==> src/rtl/turn_pkg.sv <==
`default_nettype none
// ============================================================================
// Module   : turn_pkg
// Brief    : Shared types and constants for the turn sequencer game flow.
// Revision : 1.0 - initial release
// ============================================================================
package turn_pkg;

    typedef enum logic [2:0] {
        IDLE     = 3'd0,
        REQ      = 3'd1,
        WAIT_PUZ = 3'd2,
        LOAD     = 3'd3,
        RUN      = 3'd4,
        JUDGE    = 3'd5,
        SWITCH   = 3'd6,
        DONE     = 3'd7
    } state_t;

    localparam logic [1:0] W_NONE = 2'b00;
    localparam logic [1:0] W_P0   = 2'b01;
    localparam logic [1:0] W_P1   = 2'b10;
    localparam logic [1:0] W_TIE  = 2'b11;

    localparam logic [3:0] BCD_MAX = 4'd9;

    function automatic logic [3:0] clamp_bcd(input logic [3:0] d);
        return (d > BCD_MAX) ? BCD_MAX : d;
    endfunction

endpackage
`default_nettype wire

==> src/rtl/bcd_down_counter.sv <==
`default_nettype none
// ============================================================================
// Module   : bcd_down_counter
// Brief    : Two-digit BCD down counter with clamped load and zero flag.
// Revision : 1.0 - initial release
// ============================================================================
module bcd_down_counter
    import turn_pkg::*;
(
    input  logic       clk,
    input  logic       rst,
    input  logic       i_load,
    input  logic [3:0] i_load_tens,
    input  logic [3:0] i_load_ones,
    input  logic       i_dec,
    output logic [3:0] o_tens,
    output logic [3:0] o_ones,
    output logic       o_zero
);

    logic [3:0] r_tens;
    logic [3:0] r_ones;
    logic       w_zero;

    assign w_zero = (r_tens == 4'd0) && (r_ones == 4'd0);

    // Decrement stops at 00 rather than wrapping to 99.
    always_ff @(posedge clk) begin
        if (rst) begin
            r_tens <= 4'd0;
            r_ones <= 4'd0;
        end else if (i_load) begin
            r_tens <= clamp_bcd(i_load_tens);
            r_ones <= clamp_bcd(i_load_ones);
        end else if (i_dec && !w_zero) begin
            if (r_ones == 4'd0) begin
                r_ones <= BCD_MAX;
                r_tens <= r_tens - 4'd1;
            end else begin
                r_ones <= r_ones - 4'd1;
            end
        end
    end

    assign o_tens = r_tens;
    assign o_ones = r_ones;
    assign o_zero = w_zero;

endmodule
`default_nettype wire

==> src/rtl/turn_sequencer.sv <==
`default_nettype none
// ============================================================================
// Module   : turn_sequencer
// Brief    : Two-player game-flow controller: puzzle requests, turn timer,
//            judging, scores, rounds and winner.
// Revision : 1.0 - initial release
// ============================================================================
module turn_sequencer
    import turn_pkg::*;
#(
    parameter int TICK_DIV = 50000000,
    parameter int ROUNDS   = 5,
    parameter int SCORE_W  = 4
) (
    input  logic               clk,
    input  logic               rst,
    input  logic               start,
    input  logic [3:0]         time_tens,
    input  logic [3:0]         time_ones,
    input  logic               puzzle_ready,
    input  logic [7:0]         expected,
    input  logic               submit,
    input  logic [7:0]         answer,
    output logic               new_puzzle_req,
    output logic               active_player,
    output logic [3:0]         timer_tens,
    output logic [3:0]         timer_ones,
    output logic               running,
    output logic [SCORE_W-1:0] score0,
    output logic [SCORE_W-1:0] score1,
    output logic [3:0]         round,
    output logic               game_over,
    output logic [1:0]         winner
);

    localparam int               c_PRE_W     = (TICK_DIV > 1) ? $clog2(TICK_DIV) : 1;
    localparam logic [SCORE_W-1:0] c_SCORE_MAX = {SCORE_W{1'b1}};

    state_t               r_state;
    state_t               w_next_state;
    logic [c_PRE_W-1:0]   r_prescale;
    logic [7:0]           r_expected;
    logic [SCORE_W-1:0]   r_score0;
    logic [SCORE_W-1:0]   r_score1;
    logic [3:0]           r_round;
    logic                 r_active;
    logic                 r_running;

    logic                 w_tick;
    logic                 w_timeout;
    logic [3:0]           w_round_next;
    logic                 w_last_round;
    logic                 w_dec;
    logic [3:0]           w_tens;
    logic [3:0]           w_ones;
    logic                 w_zero;

    assign w_tick       = (r_state == RUN) && (r_prescale == c_PRE_W'(TICK_DIV - 1));
    // A tick times out when the counter is already at 00 or is about to reach it.
    assign w_timeout    = w_tick && (w_zero || ((w_tens == 4'd0) && (w_ones == 4'd1)));
    assign w_dec        = w_tick && !submit;
    assign w_round_next = r_active ? (r_round + 4'd1) : r_round;
    assign w_last_round = (w_round_next == 4'(ROUNDS));

    bcd_down_counter u_timer (
        .clk         (clk),
        .rst         (rst),
        .i_load      (r_state == LOAD),
        .i_load_tens (time_tens),
        .i_load_ones (time_ones),
        .i_dec       (w_dec),
        .o_tens      (w_tens),
        .o_ones      (w_ones),
        .o_zero      (w_zero)
    );

    always_ff @(posedge clk) begin
        if (rst) begin
            r_state   <= IDLE;
            r_running <= 1'b0;
        end else begin
            r_state   <= w_next_state;
            r_running <= (w_next_state == RUN);
        end
    end

    always_comb begin
        w_next_state = r_state;
        case (r_state)
            IDLE:     if (start) w_next_state = REQ;
            REQ:      w_next_state = WAIT_PUZ;
            WAIT_PUZ: if (puzzle_ready) w_next_state = LOAD;
            LOAD:     w_next_state = RUN;
            RUN: begin
                if (submit)
                    w_next_state = JUDGE;
                else if (w_timeout)
                    w_next_state = SWITCH;
            end
            JUDGE:    w_next_state = SWITCH;
            SWITCH:   w_next_state = w_last_round ? DONE : REQ;
            DONE:     if (start) w_next_state = REQ;
            default:  w_next_state = IDLE;
        endcase
    end

    always_comb begin
        new_puzzle_req = (r_state == REQ);
        game_over      = (r_state == DONE);
        winner         = W_NONE;
        if (r_state == DONE) begin
            if (r_score0 > r_score1)
                winner = W_P0;
            else if (r_score1 > r_score0)
                winner = W_P1;
            else
                winner = W_TIE;
        end
    end

    always_ff @(posedge clk) begin
        if (rst) begin
            r_prescale <= '0;
            r_expected <= 8'd0;
            r_score0   <= '0;
            r_score1   <= '0;
            r_round    <= 4'd0;
            r_active   <= 1'b0;
        end else begin
            case (r_state)
                IDLE, DONE: begin
                    if (start) begin
                        r_score0 <= '0;
                        r_score1 <= '0;
                        r_round  <= 4'd0;
                        r_active <= 1'b0;
                    end
                end
                WAIT_PUZ: if (puzzle_ready) r_expected <= expected;
                LOAD:     r_prescale <= '0;
                RUN: begin
                    if (w_tick)
                        r_prescale <= '0;
                    else
                        r_prescale <= r_prescale + c_PRE_W'(1);
                end
                JUDGE: begin
                    if (answer == r_expected) begin
                        if (!r_active && (r_score0 != c_SCORE_MAX))
                            r_score0 <= r_score0 + SCORE_W'(1);
                        if (r_active && (r_score1 != c_SCORE_MAX))
                            r_score1 <= r_score1 + SCORE_W'(1);
                    end
                end
                SWITCH: begin
                    r_round <= w_round_next;
                    if (!w_last_round)
                        r_active <= ~r_active;
                end
                default: ;
            endcase
        end
    end

    assign active_player = r_active;
    assign timer_tens    = w_tens;
    assign timer_ones    = w_ones;
    assign running       = r_running;
    assign score0        = r_score0;
    assign score1        = r_score1;
    assign round         = r_round;

endmodule
`default_nettype wire
==> config.mk <==
export PLATFORM = sky130hd
export DESIGN_NAME = turn_sequencer
export DESIGN_NICKNAME = d
export VERILOG_FILES = /design/src/rtl/turn_pkg.sv /design/src/rtl/bcd_down_counter.sv /design/src/rtl/turn_sequencer.sv
export SDC_FILE = /design/constraint.sdc
export NUM_CORES = 1
export LEC_CHECK = 0
export BUFFER_PORTS_ARGS = -buffer_cell sky130_fd_sc_hd__buf_2
export CAP_MARGIN = 20
export CORE_MARGIN = 2
export CORE_UTILIZATION = 45
export DETAILED_ROUTE_END_ITERATION = 10
export PLACE_DENSITY = 0.66
export SYNTH_ARGS = -nofsm -noshare
export SYNTH_HDL_FRONTEND = slang
export SYNTH_SLANG_ARGS = --single-unit
==> constraint.sdc <==
create_clock -name clk -period 6.87 [get_ports clk]
set_input_delay 1.0305 -clock clk [delete_from_list [all_inputs] [get_ports clk]]
set_output_delay 1.0305 -clock clk [all_outputs]
set_load 0.005 [all_outputs]
==> results.sh <==
export IMPL_timing_clock_skew_ns=0.00984
export IMPL_layout_cells_most_common_list="dfxtp_1 (59), buf_2 (54), nor2_1 (45)"
export IMPL_synth_edff_count=0
export IMPL_postCtsSetupRepairBufs=0
export IMPL_dpl_hpwl_mm=5.48
export IMPL_cts_root_buffer_cell="clkbuf_8"
export IMPL_endpoint_kind="output port"
export IMPL_max_slew_worst_pin_slew_ns=0.836
export IMPL_netlist_area_before_placement_mm2=0.00321
export IMPL_crit_arrival_ns=1.88
export IMPL_place_gp_congestion=0.826
export IMPL_outcome="finished, final reports clean"
export IMPL_ys_async_sr_fraction_pct=0
export IMPL_overall_global_routing_resource_usage_pct=20.2
export IMPL_worstPathMaxFanout=5
export IMPL_yosys_warnings=0
export IMPL_finalSetupViolations=0
export IMPL_grt_first_pass_wirelength_mm=12.3
export IMPL_max_cap_violations=0
export IMPL_drt_first_iter_violations=202
export IMPL_drt_antenna_violating_nets=0
export IMPL_clock_tree_htree_level_count=3
export IMPL_syn2layout_area_growth_pct=17.8
export IMPL_rsz0062_at_grt="false"
export IMPL_top_ports=55
export IMPL_post_route_cells_drive_above_1_share_pct=18.7
export IMPL_cell_depth_of_the_worst_hold_path=1
export IMPL_netlist_instances=388
export IMPL_yosysSeqAreaShare_pct=36.7
export IMPL_critPathTopFamily="compound AO/OA/AOI/OAI gates"
export IMPL_routed_top_layer="met4"
export IMPL_p_leak_nw=1.48
export IMPL_detail_route_wirelength_met1_mm=3.55
export IMPL_vias=3019
export IMPL_mostFrequentLayoutCell="dfxtp_1"
export IMPL_vdd_ir_drop_worst_v=0.000103
export IMPL_cp_slowest_stage_delay_ns=0.40
export IMPL_postSynthNetCount=426
export IMPL_synth_avg_cell_area_um2=8.28
export IMPL_cell_variety_after_synth=55
export IMPL_clk_latency_worst_skew_pair_ns=0.34
export IMPL_hold_buffers=0
export IMPL_grt_start_max_net_pins=38
export IMPL_clockBufferDepth=2
export IMPL_cp_required_ns=5.84
export IMPL_die_width_um=88.5
export IMPL_utilization_pct=55.1
export IMPL_clk_pin_slew_worst_paths_ns=0.07
export IMPL_drt_pass1_iter_count=4
export IMPL_tritoncts="done"
export IMPL_number_of_nets_in_the_finished_design=478
export IMPL_relSlewSlack_pct=44.0
export IMPL_dieHeight_um=88.5
export IMPL_hold_viol=0
export IMPL_core_mm2=0.00687
export IMPL_rows=30
export IMPL_critical_path_startpoint_type="register"
export IMPL_max_freq_mhz=343
export IMPL_crit_path_top_delay_cell="dfxtp_1"
export IMPL_postCtsResizedCells=0
export IMPL_cts_buffers=9
export IMPL_starting_density_pct=46.8
export IMPL_remaining_drc_errors=0
export IMPL_wl_met2_mm=3.41
export IMPL_routed_wire_length_per_instance_um=13.8
export IMPL_period_needed_ns=2.91
export IMPL_final_max_slew_violation_count=0
export IMPL_synth_main_ff_cell="dfxtp_1"
export IMPL_setup_tns_ns=0
export IMPL_worst_hold_path_type="reg -> reg"
export IMPL_detail_route_wirelength_mm=7.49
export IMPL_critPathKind="reg -> out"
export IMPL_min_period_over_period_pct=42.4
export IMPL_ff2ff_path_depth=5
export IMPL_antenna_found_initial=0
export IMPL_power_density_mw_per_mm2=204
export IMPL_global_route_overflow_total=0
export IMPL_cp_depth=8
export IMPL_synth_ff_latch_count=59
export IMPL_route_met3_wl_um=318
export IMPL_cts_num_sinks=59
export IMPL_numPortBuffers=54
export IMPL_detail_route_vias_per_cell=5.58
export IMPL_cp_buf_inv_count=2
export IMPL_die_area_mm2=0.00783
export IMPL_first_global_vias=2624
export IMPL_worstPathCellList="inv_1 > ha_1 > nor2b_1 > o21ai_0 > nand2b_1 > a21o_1 > a21boi_0 > buf_2"
export IMPL_antenna_diode_count=0
[cell usage after synthesis (7+ instances only)]
| master | count | area (um^2) |
|---|---|---|
| a21oi_1 | 21 | 105 |
| ha_1 | 9 | 113 |
| xor2_1 | 20 | 175 |
| mux2i_1 | 12 | 120 |
| nor2_1 | 45 | 169 |
| a31oi_1 | 13 | 81.3 |
| nand2_1 | 25 | 93.8 |
| dfxtp_1 | 59 | 1180 |
| o21ai_0 | 17 | 85.1 |
| inv_1 | 14 | 52.6 |
| or3_1 | 7 | 43.8 |
| nand4_1 | 12 | 75.1 |
| nor3_1 | 13 | 65.1 |
| clkbuf_1 | 12 | 45.0 |
| nand3_1 | 21 | 105 |
[where the power goes]
part | total (mW) | switching, mW | internal (mW)
clock | 0.360 | 0.138 | 0.222
sequential | 0.356 | 0.00899 | 0.347
combinational | 0.0568 | 0.0330 | 0.0238
total | 0.773 | 0.180 | 0.593
[cells by family (layout without fill, tap and decap cells)]
family / after synthesis / after routing / share of synthesized area (%)
simple gates: 174 / 174 / 29.9
flops: 59 / 59 / 36.7
compound gates: 79 / 79 / 15.6
mux: 12 / 12 / 3.74
xor+xnor: 26 / 26 / 7.08
fa+ha+maj: 9 / 9 / 3.50
buf+inv: 29 / 86 / 3.50
[state kept, by name, summed over array words and instances, names as in the netlist]
name	cells
u_timer.o_tens	4
score0	4
r_expected	8
round	4
r_state	3
running	1
score1	4
r_prescale	26
u_timer.o_ones	4
active_player	1
[routing by layer]
layer / track usage [%] / up-vias
met1: 26.4 / 1409
met3: 3.17 / 16
met2: 32.2 / 77
met4: 11.0 / 0
met5: 0 / -
li1: - / 1517
[path summary, 6_finish.rpt]
| path | startpoint | to | slack (ns) |
|---|---|---|---|
| min reg2reg | r_prescale[23] | r_prescale[23] | 0.50 |
| min | r_prescale[23] | r_prescale[23] | 0.50 |
| max | score0[1] | winner[0] | 3.96 |
| max reg2reg | r_state[2] | u_timer.o_ones[3] | 4.22 |
[metrics by stage]
step                instance area (um^2)  hold WS (ns)  total power [mW]  setup WS, ns  instances
floorplan                           3210         0.448             0.400          4.44        388
global placement                    3560         0.474             0.420          4.19        525
detailed placement                  3560         0.481             0.421          4.13        525
CTS                                 3790         0.497             0.781          3.93        541
global route                        3790         0.515             0.805          3.82        541
finish                              3790         0.499             0.773          3.96        541
[cell type report]
type,count,area [um^2]
clock buffer,11,151
clock inverter,5,75.1
fill,653,3080
inverter,14,52.6
multi-input combinational,300,1920
sequential,59,1180
tap,96,120
timing repair buffer,56,285
No activity file was read; power rests on OpenSTA's default activity.
